## src/rtl/signed_serial_subtractor.sv

```systemverilog
// Serial signed subtractor: accepts NUM_OPS operands per frame over valid/ready
// and returns first - second - ... - last at full precision, wrapped, and overflow.
module signed_serial_subtractor #(
  parameter int unsigned WIDTH   = 8,
  parameter int unsigned NUM_OPS = 4,
  parameter int unsigned FULL_W  = WIDTH + $clog2(NUM_OPS)
) (
  input  logic              clk,
  input  logic              rst,
  input  logic              in_valid,
  output logic              in_ready,
  input  logic [WIDTH-1:0]  in_data,
  output logic              out_valid,
  input  logic              out_ready,
  output logic [FULL_W-1:0] out_full,
  output logic [WIDTH-1:0]  out_diff,
  output logic              out_ovf
);

  localparam int unsigned CNT_W = $clog2(NUM_OPS);
  localparam int unsigned TOP_W = FULL_W - WIDTH + 1;

  typedef enum logic {
    ACCUM  = 1'b0,
    OUTPUT = 1'b1
  } state_t;

  state_t            state;
  state_t            state_nxt;
  logic [CNT_W-1:0]  count;
  logic [FULL_W-1:0] acc;
  logic [FULL_W-1:0] in_ext;
  logic [FULL_W-1:0] acc_nxt;
  logic [TOP_W-1:0]  top_bits;
  logic              ovf_nxt;
  logic              in_hs;
  logic              out_hs;
  logic              last_op;

  assign in_hs   = in_valid && in_ready;
  assign out_hs  = out_valid && out_ready;
  assign last_op = (count == CNT_W'(NUM_OPS - 1));

  // Operand arithmetic at full precision; the first operand seeds the accumulator.
  assign in_ext   = FULL_W'($signed(in_data));
  assign acc_nxt  = (count == '0) ? in_ext : (acc - in_ext);
  assign top_bits = acc_nxt[FULL_W-1:WIDTH-1];
  assign ovf_nxt  = (|top_bits) && !(&top_bits);

  // State register
  always_ff @(posedge clk) begin
    if (rst) begin
      state <= ACCUM;
    end else begin
      state <= state_nxt;
    end
  end

  // Next-state logic
  always_comb begin
    state_nxt = state;
    case (state)
      ACCUM:   if (in_hs && last_op) state_nxt = OUTPUT;
      OUTPUT:  if (out_hs)           state_nxt = ACCUM;
      default:                       state_nxt = ACCUM;
    endcase
  end

  // Handshake outputs decode straight from the state flop
  always_comb begin
    in_ready  = 1'b0;
    out_valid = 1'b0;
    case (state)
      ACCUM:   in_ready  = 1'b1;
      OUTPUT:  out_valid = 1'b1;
      default: in_ready  = 1'b0;
    endcase
  end

  // Accumulator, operand counter and result registers
  always_ff @(posedge clk) begin
    if (rst) begin
      count    <= '0;
      acc      <= '0;
      out_full <= '0;
      out_diff <= '0;
      out_ovf  <= 1'b0;
    end else if (in_hs) begin
      acc <= acc_nxt;
      if (last_op) begin
        count    <= '0;
        out_full <= acc_nxt;
        out_diff <= acc_nxt[WIDTH-1:0];
        out_ovf  <= ovf_nxt;
      end else begin
        count <= count + CNT_W'(1);
      end
    end
  end

endmodule

```

## config.mk

```make
export PLATFORM = sky130hd
export DESIGN_NAME = signed_serial_subtractor
export DESIGN_NICKNAME = d
export VERILOG_FILES = /design/src/rtl/signed_serial_subtractor.sv
export SDC_FILE = /design/constraint.sdc
export NUM_CORES = 1
export LEC_CHECK = 0
export CAP_MARGIN = 15
export CORE_ASPECT_RATIO = 1.5
export CORE_MARGIN = 10
export CORE_UTILIZATION = 47
export CTS_BUF_LIST = sky130_fd_sc_hd__clkbuf_4 sky130_fd_sc_hd__clkbuf_8
export CTS_CLUSTER_SIZE = 30
export DETAILED_ROUTE_END_ITERATION = 7
export GPL_ROUTABILITY_DRIVEN = 0
export HOLD_SLACK_MARGIN = 0.02
export PLACE_DENSITY = 0.78
export SLEW_MARGIN = 10
export SYNTH_ARGS = -nofsm -noshare
export SYNTH_HDL_FRONTEND = slang
export SYNTH_SLANG_ARGS = --single-unit
export TNS_END_PERCENT = 50
```

## constraint.sdc

```tcl
create_clock -name clk -period 1.95 [get_ports clk]
set_input_delay 0.195 -clock clk [delete_from_list [all_inputs] [get_ports clk]]
set_output_delay 0.195 -clock clk [all_outputs]
set_load 0.01 [all_outputs]
```

# ---- After elaboration in Yosys (flattened, before gate mapping)
# Cells that the tools add are included.
dict set report op_classes {
  n_addsub 2
  mul 0
  div 0
  n_lt_le_gt_ge 0
  eq_ne 1
  n_shift 0
  muxes 7
  n_bitwise 1
  reduce_logical 9
}
# op n
set ops {}
lappend ops {{$mux 10} 1}
lappend ops {{$sub 10x10->10} 1}
lappend ops {{$logic_and 1x1->1} 4}
lappend ops {{$mux 1} 4}
lappend ops {{$reduce_and 3->1} 1}
lappend ops {{$reduce_or 3->1} 1}
lappend ops {{$add 2x1->2 const B} 1}
lappend ops {{$eq 2x2->1 const B} 1}
lappend ops {{$logic_not 2->1} 1}
lappend ops {{$mux 2} 1}
lappend ops {{$pmux 1 s2} 1}
lappend ops {{$reduce_and 2->1} 1}
lappend ops {{$logic_not 1->1} 1}
lappend ops {{$not 1->1} 1}
dict set report totals {
  regBits 32
  latchBits 0
  ram_bits 0
  rom_bits 0
  inputBits 12
  output_inout_bits 21
  word_cells 26
  n_memories 0
}

# ---- Depth between registers and ports, before layout
dict set report logic_depth {
  depth_word 5
  mapped_depth 10
  mapped_depth_nobuf 10
}

# ---- Worst setup path after synthesis
# Ideal clock, no wire load.
dict set report synth_timing {
  path_kind {reg2reg}
  from {register acc[1]}
  to {register out_ovf}
  setup_ps 131
  arrival_ps 1912
  required_time_ps 1819
  setup_slack_ps -93
  stages_incl_launch_ff 8
  n_path_buf 0
  period_less_slack_ps 2043
  cell_sequence {dfxtp_1 > ha_1 > nor2b_1 > o2111a_1 > o21a_1 > or3_1 > a2111oi_2 > a211oi_1}
}
dict set report synth_via {
  elab_chain_cells 5
  elab_cells_between_ends 6
}
# item line_no
set synth_rtl {}
lappend synth_rtl {{from (decl)} 31} ;# logic [FULL_W-1:0] acc;
lappend synth_rtl {{from (signal assigned)} 89} ;# acc <= acc_nxt;
lappend synth_rtl {{$sub 10x10->10 *} 46} ;# assign acc_nxt = (count == '0) ? in_ext : (acc - in_ext);
lappend synth_rtl {{$mux 10 *} 46}
lappend synth_rtl {{$reduce_and 3->1} 48} ;# assign ovf_nxt = (|top_bits) && !(&top_bits);
lappend synth_rtl {{$logic_not 1->1} 48}
lappend synth_rtl {{$logic_and 1x1->1 *} 48}
lappend synth_rtl {{to (signal assigned)} 94} ;# out_ovf <= ovf_nxt;
lappend synth_rtl {{to (decl)} 17} ;# output logic out_ovf
# Mark *: on every way between the ends. The rest lies on a longest branch, timed or not.
# A chain may end at the register's enable or synchronous reset.

# ---- Final worst setup path
dict set report layout_timing {
  from {input in_data[5]}
  to {register out_ovf}
}
dict set report layout_via {
  elab_chain_cells 5
  elab_cells_between_ends 6
}
# item line_no
set layout_rtl {}
lappend layout_rtl {{from (decl)} 12} ;# input logic [WIDTH-1:0] in_data,
lappend layout_rtl {{$sub 10x10->10 *} 46}
lappend layout_rtl {{$mux 10 *} 46}
lappend layout_rtl {{$reduce_and 3->1} 48}
lappend layout_rtl {{$logic_not 1->1} 48}
lappend layout_rtl {{$logic_and 1x1->1 *} 48}
# Marked as above.

==> flow_metrics.env <==
export IMPL_status="complete, but fails checks"
export IMPL_violations="setup timing"
export IMPL_r2r_slack_ns=-0.20
export IMPL_drc=0
export IMPL_post_drt_wl_per_cell_um=16.7
export IMPL_n_antenna_cell=0
export IMPL_gr_total_overflow=0
export IMPL_detail_route_antenna_nets=0
export IMPL_antenna_found_initial=0
export IMPL_fin_skew_ns=0.0109
export IMPL_crit_type="primary input to flop"
export IMPL_peakVddDrop_v=0.000475
export IMPL_hold_path_class="flop to flop"
export IMPL_drt_iter0_markers=46
export IMPL_cts_clk_slew_worst_paths_ns=0.09
export IMPL_crit_path_end_kind="flop"
export IMPL_fin_crit_ns=2.16
export IMPL_grt_use_met3_pct=3.11
export IMPL_boundaryPins=33
export IMPL_synthCells=191
export IMPL_place_hpwl_um=3120
export IMPL_grt_pass1_vias=1649
export IMPL_final_cell_mix="buf_4 (33), nor2_1 (29), clkdlybuf4s50_1 (26)"
export IMPL_synthDistinctLibCells=36
export IMPL_synth_top_cell_by_area="dfxtp_1"
export IMPL_cp_arrival_ns=2.32
export IMPL_p_sw_uw=487
export IMPL_setup_viol=14
export IMPL_portBuffers=32
export IMPL_synth_top_family_by_area="compound AO/OA/AOI/OAI gates"
export IMPL_use_met1_pct=16.7
export IMPL_vias=1569
export IMPL_design_area_um2=2350
export IMPL_ys_seq_area_share_pct=31.6
export IMPL_internal_power_mw=1.08
export IMPL_worstSkewPairLatency_ns=0.28
export IMPL_ys_seq_elements=24
export IMPL_p_comb_share_pct=36.8
export IMPL_fin_ws_ns=-0.205
export IMPL_htree_levels=1
export IMPL_final_common_cell="buf_4"
export IMPL_synth_fa_ha_area_share_pct=10.4
export IMPL_p_per_area_nw_per_um2=669
export IMPL_rsz0062_at_grt="yes"
export IMPL_synth_top_area_share_pct=31.6
export IMPL_grt_pass1_wl_um=7590
export IMPL_max_freq_ghz=0.464
export IMPL_required_ns=2.12
export IMPL_synth_area_um2=1520
export IMPL_cp_max_fo=3
export IMPL_area_growth_pct=54.4
export IMPL_grtUsageTotal_pct=16.1
export IMPL_synth_mux_area_share_pct=2.63
export IMPL_coreArea_um2=3130
export IMPL_die_area_um2=5960
export IMPL_relSlewSlack_pct=54.6
export IMPL_synth_compound_area_share_pct=23.6
export IMPL_cts_made_buffers=3
export IMPL_grt_max_degree=18
export IMPL_synth_area_leaders="dfxtp_1 (32%), ha_1 (9.0%), nor2_1 (7.9%), a211oi_1 (6.9%), a21oi_1 (4.6%)"
export IMPL_worstMarginPinSlew_ns=0.681
export IMPL_finalHoldViolCount=0
export IMPL_busiest_layer="met2"
export IMPL_final_max_slew_viol_count=0
export IMPL_maxCapViolCount=0
export IMPL_min_period_over_period_pct=111
export IMPL_ctsRootBufferMaster="clkbuf_8"
export IMPL_ys_warnings_count=0
export IMPL_drive_above_1_share_pct=33.5
export IMPL_syn_avg_cell_area_um2=7.97
export IMPL_dp_slack_ns=-0.612
export IMPL_syn_nets=215
export IMPL_viasPerCell=5.51
export IMPL_cp_start_kind="primary input"
export IMPL_p_clk_share_pct=28.6
export IMPL_worstSetupEndpoint="out_ovf$_SDFFE_PP0P_"
export IMPL_leakagePower_nw=0.925
export IMPL_drtPass1Iterations=4
export IMPL_cts_buffer_depth=2
export IMPL_pwr_share_seq_pct=34.5
export IMPL_worstRegToRegCells=9
export IMPL_dpl_cell_area_um2=2020
export IMPL_cts_sinks=24
export IMPL_cp_startpoint="in_data[5]"
export IMPL_reg2reg_from="acc[0]$_SDFFE_PP0P_"
export IMPL_sw_frac_of_total_pct=31.0
export IMPL_synth_simple_gate_area_share_pct=19.5
export IMPL_start_util_pct=48.6
export IMPL_synth_xor_area_share_pct=3.45
export IMPL_grtUsageMet2_pct=29.3
export IMPL_fp_row_count=25
export IMPL_finalPower_mw=1.57
export IMPL_nets=270
export IMPL_hold_buffers=0
export IMPL_routed_wl_um=4750
export IMPL_die_w_um=66.5
export IMPL_die_h_um=89.7
export IMPL_holdWs_ns=0.488
export IMPL_cts_tree="done"
export IMPL_r2r_end="out_ovf$_SDFFE_PP0P_"
## through the flow
step           setup TNS (ns)  std cells  utilization [%]
2_1_floorplan         -0.0223        191                -
3_3_place_gp            -7.35        275             64.5
3_5_place_dp            -7.89        275             64.5
4_1_cts                -0.802        284             73.0
5_1_grt                 -2.97        285             75.1
6_report                -1.46        285             75.1
## timing repair
action	CTS	global route
cloned	0	0
resized for setup	39	15
pin swaps	26	13
setup endpoints to repair	13	15
buffers inserted	6	1
## cell usage after synthesis
master and count:
nand2_1 12, nor2b_1 2, a2111oi_2 1, o21a_1 4
o221a_1 1, a211o_1 2, o21ai_1 1, mux2i_1 4
or4_1 1, or3_1 2, ha_1 11, fa_1 1
nor3_1 5, a21oi_1 14, nand4_1 1, a21o_1 2
o211ai_1 1, buf_4 8, or2_1 1, a311oi_1 4
nand2b_1 5, o221ai_1 1, xnor2_1 4, clkbuf_1 7
o2111a_1 1, nor2_1 32, nand3_1 1, dfxtp_1 24
a211oi_1 14, o21ai_0 4, buf_1 1, xor2_1 2
inv_1 12, and3_1 1, and2_1 3, o21bai_1 1
## worst max-delay path, cell delays in order
cell and delay [ns]:
clkdlybuf4s50_1 0.48, inv_1 0.05, ha_2 0.20, a21o_1 0.20
or4_1 0.51, o211ai_1 0.30, and3_4 0.31, a211oi_2 0.07
## layout make-up
type                       instances  area (um2)
multi-input combinational        139        1130
fill                             219         779
timing repair buffer              66         572
sequential                        24         484
tap                               40        50.0
inverter                          12        45.0
clock buffer                       3        41.3
clock inverter                     1        30.0
## state kept, by name (all words and copies together), names as in the netlist
register  flops
acc          10
count         2
out_full     10
out_ovf       1
state         1
## how the worst min path moves through the flow
stage | cells past startpoint | startpoint | slack [ns] | to
after floorplan | 1 | rst | 0.27 | acc[9]$_SDFFE_PP0P_
after detailed placement | 2 | count[1]$_SDFFE_PP0P_ | 0.48 | count[1]$_SDFFE_PP0P_
after global placement | 2 | count[1]$_SDFFE_PP0P_ | 0.46 | count[1]$_SDFFE_PP0P_
after CTS | 2 | count[1]$_SDFFE_PP0P_ | 0.49 | count[1]$_SDFFE_PP0P_
final | 2 | count[1]$_SDFFE_PP0P_ | 0.49 | count[1]$_SDFFE_PP0P_
after global routing | 2 | count[1]$_SDFFE_PP0P_ | 0.52 | count[1]$_SDFFE_PP0P_
## logic make-up (layout without fill, tap and decap cells)
kind of cell	Yosys count	count (layout)
and+or+nand+nor	66	66
AOI/OAI and AO/OA	51	51
xor gates and xnor gates	6	6
muxes	4	4
buffers and inverters	28	82
adders and majority gates	12	12
DFF	24	24
## layer usage
layer / part of all wire [%] / vias up
met4: 3.6 / 0
met3: 3.3 / 18
met2: 56 / 40
met1: 37 / 741
li1: - / 770
met5: 0 / -
## power by group through the flow
stage               sequential [mW]  combinational (mW)  clock (mW)
global placement              0.546               0.446           0
detailed placement            0.547               0.455           0
floorplan                     0.542               0.272           0
global route                  0.545               0.631       0.469
finish                        0.542               0.579       0.450
CTS                           0.541               0.530       0.449
No activity file was read; power rests on OpenSTA's default activity.
